## src/rtl/video_awb_div_pkg.sv

```systemverilog
// Shared widths, FSM states and constants for the AWB gain divider.
package video_awb_div_pkg;

    localparam int DIVIDEND_W = 24;
    localparam int DIVISOR_W  = 12;
    localparam int QUOT_W     = 12;
    localparam int CNT_W      = $clog2(QUOT_W);

    localparam logic [QUOT_W-1:0] QUOT_SAT = '1;

    typedef enum logic [1:0] {
        IDLE,
        CALC,
        DONE
    } state_t;

endpackage

```

## src/rtl/video_awb_udiv_step.sv

```systemverilog
// One restoring-division iteration: shift in a dividend bit, subtract the divisor if it fits.
module video_awb_udiv_step
    import video_awb_div_pkg::*;
(
    input  logic [DIVISOR_W:0]   p_in,
    input  logic                 d_bit,
    input  logic [DIVISOR_W-1:0] divisor,
    output logic [DIVISOR_W:0]   p_out,
    output logic                 q_bit
);

    logic [DIVISOR_W+1:0] t;
    logic [DIVISOR_W:0]   sub;

    always_comb begin
        t     = {p_in, d_bit};
        // p_in < divisor keeps t - divisor below 2^DIVISOR_W, so the low bits suffice.
        sub   = t[DIVISOR_W:0] - {1'b0, divisor};
        q_bit = (t >= {2'b00, divisor});
        p_out = q_bit ? sub : t[DIVISOR_W:0];
    end

endmodule

```

## src/rtl/video_awb_udiv_seq_24ns_12ns_12.sv

```systemverilog
// Sequential unsigned restoring divider (24/12 -> 12q, 12r), one quotient bit per clock,
// with saturation on overflow and divide-by-zero flagged in a single cycle.
module video_awb_udiv_seq_24ns_12ns_12
    import video_awb_div_pkg::*;
(
    input  logic                  ap_clk,
    input  logic                  ap_rst,
    input  logic                  in_valid,
    output logic                  in_ready,
    input  logic [DIVIDEND_W-1:0] dividend,
    input  logic [DIVISOR_W-1:0]  divisor,
    output logic                  out_valid,
    input  logic                  out_ready,
    output logic [QUOT_W-1:0]     quotient,
    output logic [DIVISOR_W-1:0]  remainder,
    output logic                  ovf,
    output logic                  dbz
);

    state_t               state, state_nxt;
    logic [CNT_W-1:0]     cnt;
    logic [DIVISOR_W:0]   p;
    logic [QUOT_W-1:0]    sh;
    logic [DIVISOR_W-1:0] dvsr;
    logic [DIVISOR_W:0]   p_nxt;
    logic                 q_bit;
    logic                 accept, is_zero, is_ovf, last_iter;

    assign in_ready  = (state == IDLE);
    assign out_valid = (state == DONE);
    assign accept    = in_valid && (state == IDLE);
    assign is_zero   = (divisor == '0);
    assign is_ovf    = !is_zero && (dividend[DIVIDEND_W-1:QUOT_W] >= divisor);
    assign last_iter = (cnt == CNT_W'(QUOT_W - 1));

    video_awb_udiv_step u_step (
        .p_in    (p),
        .d_bit   (sh[QUOT_W-1]),
        .divisor (dvsr),
        .p_out   (p_nxt),
        .q_bit   (q_bit)
    );

    always_comb begin
        // NOTE: default first so no path leaves state_nxt unassigned (no latch).
        state_nxt = state;
        unique case (state)
            IDLE:    if (accept) state_nxt = (is_zero || is_ovf) ? DONE : CALC;
            CALC:    if (last_iter) state_nxt = DONE;
            DONE:    if (out_ready) state_nxt = IDLE;
            default: state_nxt = IDLE;
        endcase
    end

    // NOTE: non-blocking assignments so every flop samples pre-edge values.
    always_ff @(posedge ap_clk or posedge ap_rst) begin
        if (ap_rst) state <= IDLE;
        else        state <= state_nxt;
    end

    // The dividend shift register doubles as the quotient register: dividend bits
    // leave at the MSB while quotient bits enter at the LSB.
    always_ff @(posedge ap_clk or posedge ap_rst) begin
        if (ap_rst) begin
            cnt       <= '0;
            p         <= '0;
            sh        <= '0;
            dvsr      <= '0;
            quotient  <= '0;
            remainder <= '0;
            ovf       <= 1'b0;
            dbz       <= 1'b0;
        end else if (accept) begin
            cnt  <= '0;
            dvsr <= divisor;
            p    <= {1'b0, dividend[DIVIDEND_W-1:QUOT_W]};
            sh   <= dividend[QUOT_W-1:0];
            if (is_zero || is_ovf) begin
                quotient  <= QUOT_SAT;
                remainder <= '0;
                ovf       <= is_ovf;
                dbz       <= is_zero;
            end
        end else if (state == CALC) begin
            cnt <= cnt + 1'b1;
            p   <= p_nxt;
            sh  <= {sh[QUOT_W-2:0], q_bit};
            if (last_iter) begin
                quotient  <= {sh[QUOT_W-2:0], q_bit};
                remainder <= p_nxt[DIVISOR_W-1:0];
                ovf       <= 1'b0;
                dbz       <= 1'b0;
            end
        end
    end

endmodule
```

## config.mk

```make
export PLATFORM = sky130hd
export DESIGN_NAME = video_awb_udiv_seq_24ns_12ns_12
export DESIGN_NICKNAME = d
export VERILOG_FILES = /design/src/rtl/video_awb_div_pkg.sv /design/src/rtl/video_awb_udiv_step.sv /design/src/rtl/video_awb_udiv_seq_24ns_12ns_12.sv
export SDC_FILE = /design/constraint.sdc
export NUM_CORES = 1
export LEC_CHECK = 0
export BUFFER_PORTS_ARGS = -buffer_cell sky130_fd_sc_hd__buf_4
export CAP_MARGIN = 0
export CORE_MARGIN = 8
export CORE_UTILIZATION = 25
export CTS_CLUSTER_SIZE = 8
export DETAILED_ROUTE_END_ITERATION = 7
export PLACE_DENSITY_LB_ADDON = 0.08
export RECOVER_POWER = 50
export SETUP_SLACK_MARGIN = 0.1
export SLEW_MARGIN = 20
export SYNTH_ARGS = -nofsm -noshare
export SYNTH_HDL_FRONTEND = slang
export SYNTH_SLANG_ARGS = --single-unit
```

## constraint.sdc

```tcl
create_clock -name ap_clk -period 8.1 [get_ports ap_clk]
set_input_delay 0.81 -clock ap_clk [delete_from_list [all_inputs] [get_ports ap_clk]]
set_output_delay 0.81 -clock ap_clk [all_outputs]
set_load 0.005 [all_outputs]
```

# Yosys cells after proc, flatten, opt, wreduce, memory -nomap -nowiden
# Index checks and enable logic that the tools add are counted.
[word_totals]
register_bits = 69
elab_cells = 56
[op_classes]
addsub = 2
magnitude_cmp = 2
eq_ne = 7
n_mux = 26
n_reduce_logical = 10
[op_table]
columns = ["op", "n"]
rows = [
  ["$mux W12", 10],
  ["$mux W13", 3],
  ["$ge A14 B12 Y1", 1],
  ["$sub A13 B12 Y13", 1],
  ["$ge A12 B12 Y1", 1],
  ["$logic_not A12 Y1", 1],
  ["$mux W2", 4],
  ["$mux W4", 2],
  ["$mux W1", 6],
  ["$ne A2 B1 Y1 const B", 3],
  ["$pmux W2 S3", 1],
  ["$reduce_and A3 Y1", 2],
  ["$add A4 B1 Y4 const B", 1],
  ["$eq A4 B4 Y1 const B", 1],
  ["$reduce_bool A2 Y1", 2],
  ["$eq A2 B1 Y1 const B", 1],
  ["$eq A2 B2 Y1 const B", 1],
  ["$logic_and A1 B1 Y1", 2],
  ["$logic_not A2 Y1", 1],
  ["$ne A2 B2 Y1 const B", 1],
  ["$logic_not A1 Y1", 1],
  ["$logic_or A1 B1 Y1", 1],
]

# Longest topological paths before layout
[depth]
depth_word = 7
ltp_mapped = 11

# Modules after synthesis
# A second synthesis with hierarchy kept.
[hier_totals]
hier_cells = 454
area_unflattened_um2 = 4105.2
[by_module_without_submodules]
columns = ["mod", "instances", "cells_each", "area_each_um2"]
rows = [
  ["video_awb_udiv_seq_24ns_12ns_12", 1, 338, 3271.9],
  ["video_awb_udiv_step", 1, 116, 833.3],
]

# Worst setup path before layout
# No wires, ideal clock.
[synth_path]
kind = "input to register"
startpoint = "in divisor[7]"
endpoint = "reg quotient[0]"
arrival_ns = 2.500
slack_ns = 5.479
path_stages = 9
n_path_buf = 1
path_cell_list = "inv_1 -> ha_1 -> and2_1 -> a221oi_1 -> o21ai_0 -> a211oi_1 -> o21ai_0 -> clkbuf_1 -> o22a_1"
[synth_between]
elab_chain_cells = 6
elab_cells_between_ends = 7
cone_classes = "order compare: 1; eq/ne: 1; reduce/logical: 5"
[synth_lines]
columns = ["item", "line", "text"]
rows = [
  ["start, declared", "video_awb_udiv_seq_24ns_12ns_12.sv:11", "input logic [DIVISOR_W-1:0] divisor,"],
  ["parallel branches: the longest is 3 deep, another holds $ge A12 B12 Y1", "-", ""],
  ["$logic_or A1 B1 Y1 (*)", "video_awb_udiv_seq_24ns_12ns_12.sv:78", "if (is_zero || is_ovf) begin"],
  ["$ne A2 B1 Y1 (no line) (*)", "-", ""],
  ["$reduce_and A3 Y1 (no line) (*)", "-", ""],
  ["end signal, assigned", "video_awb_udiv_seq_24ns_12ns_12.sv:89", "quotient <= {sh[QUOT_W-2:0], q_bit};"],
  ["end, declared", "video_awb_udiv_seq_24ns_12ns_12.sv:14", "output logic [QUOT_W-1:0] quotient,"],
]
# Every way passes the cells marked *.
# A chain may end at the register's enable or synchronous reset.

==> summary.md <==
| Metric | Value |
|---|---|
| Core box area | `between 15,000 and 20,000 µm²` |
| Initial antenna violation count | `0` |
| Final Cell Area | `roughly 5000 µm²` |
| Max Cap Viol | `3` |
| Failing checks | `capacitance limit, slew limit` |
| Final Util | `about a third` |
| P per Cell Area | `~440 nW/µm²` |
| Final WL | `~12 mm` |
| Largest net degree at the start of global routing | `70` |
| Total grt overflow | `0` |
| Vias in the first global route | `between 3,000 and 4,000` |
| Slew Viols, Final | `approximately 160` |
| Arr. time, crit path | `about 3800 ps` |
| Cell Chain, Critical Path | `clkbuf_4 > inv_1 > clkbuf_1` |
| Synth Instances | `a little over 400` |
| Die area | `approximately 20,000 µm²` |
| Syn Area/Cell | `9.567 µm²` |
| Yosys top cell area share | `between 40% and 50%` |
| Vias/cell | `around 4.7` |
| Routability cong. | `around 0.74` |
| Htree depth | `3` |
| Post-CTS sizing | `0` |
| Fmax | `approximately 230 MHz` |
| Synth area leader | `dfrtp_1` |
| CTS root buffer | `clkbuf_16` |
| Layout fillers | `approximately 1,700` |
| #FFs+latches synth | `69` |
| Crit path max fanout | `slightly below 70` |
| Post-synth EDFFs | `0` |
| Fin crit share | `around 53%` |
| Initial DRC Count | `~160` |
| Wirelength per Cell | `17.77 µm` |
| Worst endpoint required time | `between 7000 and 8000 ps` |
| Row cnt | `between 40 and 50` |
| Worst skew pair latency | `between 300 and 400 ps` |
| FF-to-FF Start | `state[1]` |
| CTS tree | `built` |
| Clock sink total | `just under 70` |
| Drt drc | `0` |
| Clock-pin slew on the worst setup and hold paths | `approximately 60 ps` |
| Minimum clock period | `~4300 ps` |
| # nets final | `542` |
| Initial Util | `about 25%` |
| Worst Setup End Kind | `asynchronous set/reset pin` |
| Hpwl dp | `slightly below 9 mm` |
| Slew @ Worst Pin | `around 4000 ps` |
| DR vias | `approximately 3,300` |
| Pleak | `2.290 nW` |
| Crit path launch | `ap_rst` |
| WP buf/inv | `3` |
| Status | `finished with violations` |
| Syn_nets | `479` |
| Port-buffer cells | `67` |
| First-pass iteration count of the detailed router | `5` |
| Area of placed instances | `between 4000 and 5000 µm²` |
| First-pass GRT wire length | `just under 20 mm` |
| Family with the most delay on the worst path | `buffers and inverters` |
| Sequential share of the synthesized area | `43.70%` |
| Asr flop ratio synth | `between 90% and 100%` |
| Netlist cell types | `62` |
| Hold-fix buffers at CTS | `0` |
| Crit-path slowest cell | `clkbuf_1` |
| Clock Path Buffers | `2` |
| Worst Skew | `8.714 ps` |
| Mapped Area | `roughly 4000 µm²` |
| Hold Path Class | `register to register` |
| Max stage delay on crit path | `roughly 2800 ps` |
| Post-route ant nets | `0` |
| Crit path kind | `input port to asynchronous set/reset pin` |
| N_diodes | `0` |
| Overall routing resource usage | `12.94%` |
| RSZ-0062 raised after global routing | `false` |
| Critical hold path startpoint | `quotient[8]` |
| Area Overhead vs Synth | `26.31%` |
| Die span in y | `between 100 and 150 µm` |
| Most used flip-flop cell after synthesis | `dfrtp_1` |
| Post-Route Setup TNS | `0 ps` |
| TritonCTS Buffers | `9` |
| Final setup viols | `0` |
| Yosys Warn Count | `0` |
| Layout cells sized above 1 | `21.21%` |
| Worst slew margin | `-169.3%` |
| Worst hold margin | `approximately 490 ps` |
| Die Width | `around 140 µm` |
| Ports | `a little under 70` |
| Setup bufs post-CTS | `0` |
| Startpoint types | `input port` |
| Final Hold Violating Endpoints | `0` |
| Peak VDD IR | `roughly 0.11 mV` |
| Commonest non-fill, non-tap cells in the layout | `dfrtp_1, buf_4, nand2_1` |
| Ranking of synthesized cells by area | `dfrtp_1, ha_1, nand2_1` |
==> metrics by stage <==
step	cells	total power [mW]	worst slack (ps)
after floorplan	413	1.483	5479
after global placement	681	1.780	4947
after detailed placement	681	1.780	4741
after CTS	697	2.239	5056
after global routing	697	2.401	2909
final	697	2.202	3784
==> final cells by class <==
cell class | count | area [µm²] | share of cell area [%]
clock buffer | 10 | 239.0 | 4.788
clock inverter | 6 | 93.84 | 1.880
inverter | 32 | 120.1 | 2.407
multi-input combinational | 290 | 1997 | 40.01
sequential | 69 | 1727 | 34.60
tap | 216 | 270.3 | 5.415
timing repair buffer | 74 | 544.3 | 10.90
==> path summary, 6_finish.rpt <==
| check | cells after the start | end | slack (ps) |
|---|---|---|---|
| min in group asynchronous | 3 | quotient[0] | 2050 |
| hold / removal | 1 | quotient[8] | 490 |
| hold reg to reg | 1 | quotient[8] | 490 |
| max in group ap_clk | 5 | state[1] | 4860 |
| setup reg to reg | 5 | state[1] | 4970 |
| setup / recovery | 3 | p[10] | 3780 |
==> cells in the mapped netlist (5+ instances only) <==
| cell type | n |
|---|---|
| nand3_1 | 7 |
| clkbuf_1 | 15 |
| mux2i_1 | 8 |
| nand4_1 | 5 |
| nand2_1 | 52 |
| o21ai_0 | 26 |
| o2bb2ai_1 | 10 |
| a31oi_1 | 15 |
| o22a_1 | 12 |
| and3_1 | 12 |
| ha_1 | 25 |
| a21oi_1 | 21 |
| inv_1 | 32 |
| nor2_1 | 21 |
| dfrtp_1 | 69 |
==> logic make-up after synthesis <==
family                     synth area share, %
adders and majority gates                8.423
buffers and inverters                    5.763
AOI/OAI and AO/OA                        22.20
muxes                                    2.692
and+or+nand+nor                          15.67
xor gates and xnor gates                 1.552
DFF                                      43.70
==> power by group <==
group / total, mW / switching, mW / internal, mW
logic: 1.19 / 0.692 / 0.497
clock network: 0.446 / 0.166 / 0.281
registers: 0.567 / 0.0885 / 0.478
total: 2.20 / 0.946 / 1.26
==> metal layers <==
layer  share of wire, %  up-vias  routed length, µm  track usage, %
li1                   -     1616                  -               -
met3                5.3       17                655           3.427
met5                  0        -                  0               0
met1                 46     1582               5748           16.46
met4                2.6        0                319           6.444
met2                 46       69               5662           19.88
==> state kept, by name, indices dropped and copies added (netlist names) <==
register and count:
ovf 1, state 2, sh 12, remainder 12
p 13, cnt 4, dvsr 12, quotient 12
dbz 1
Power figures use the tool's default switching activity.
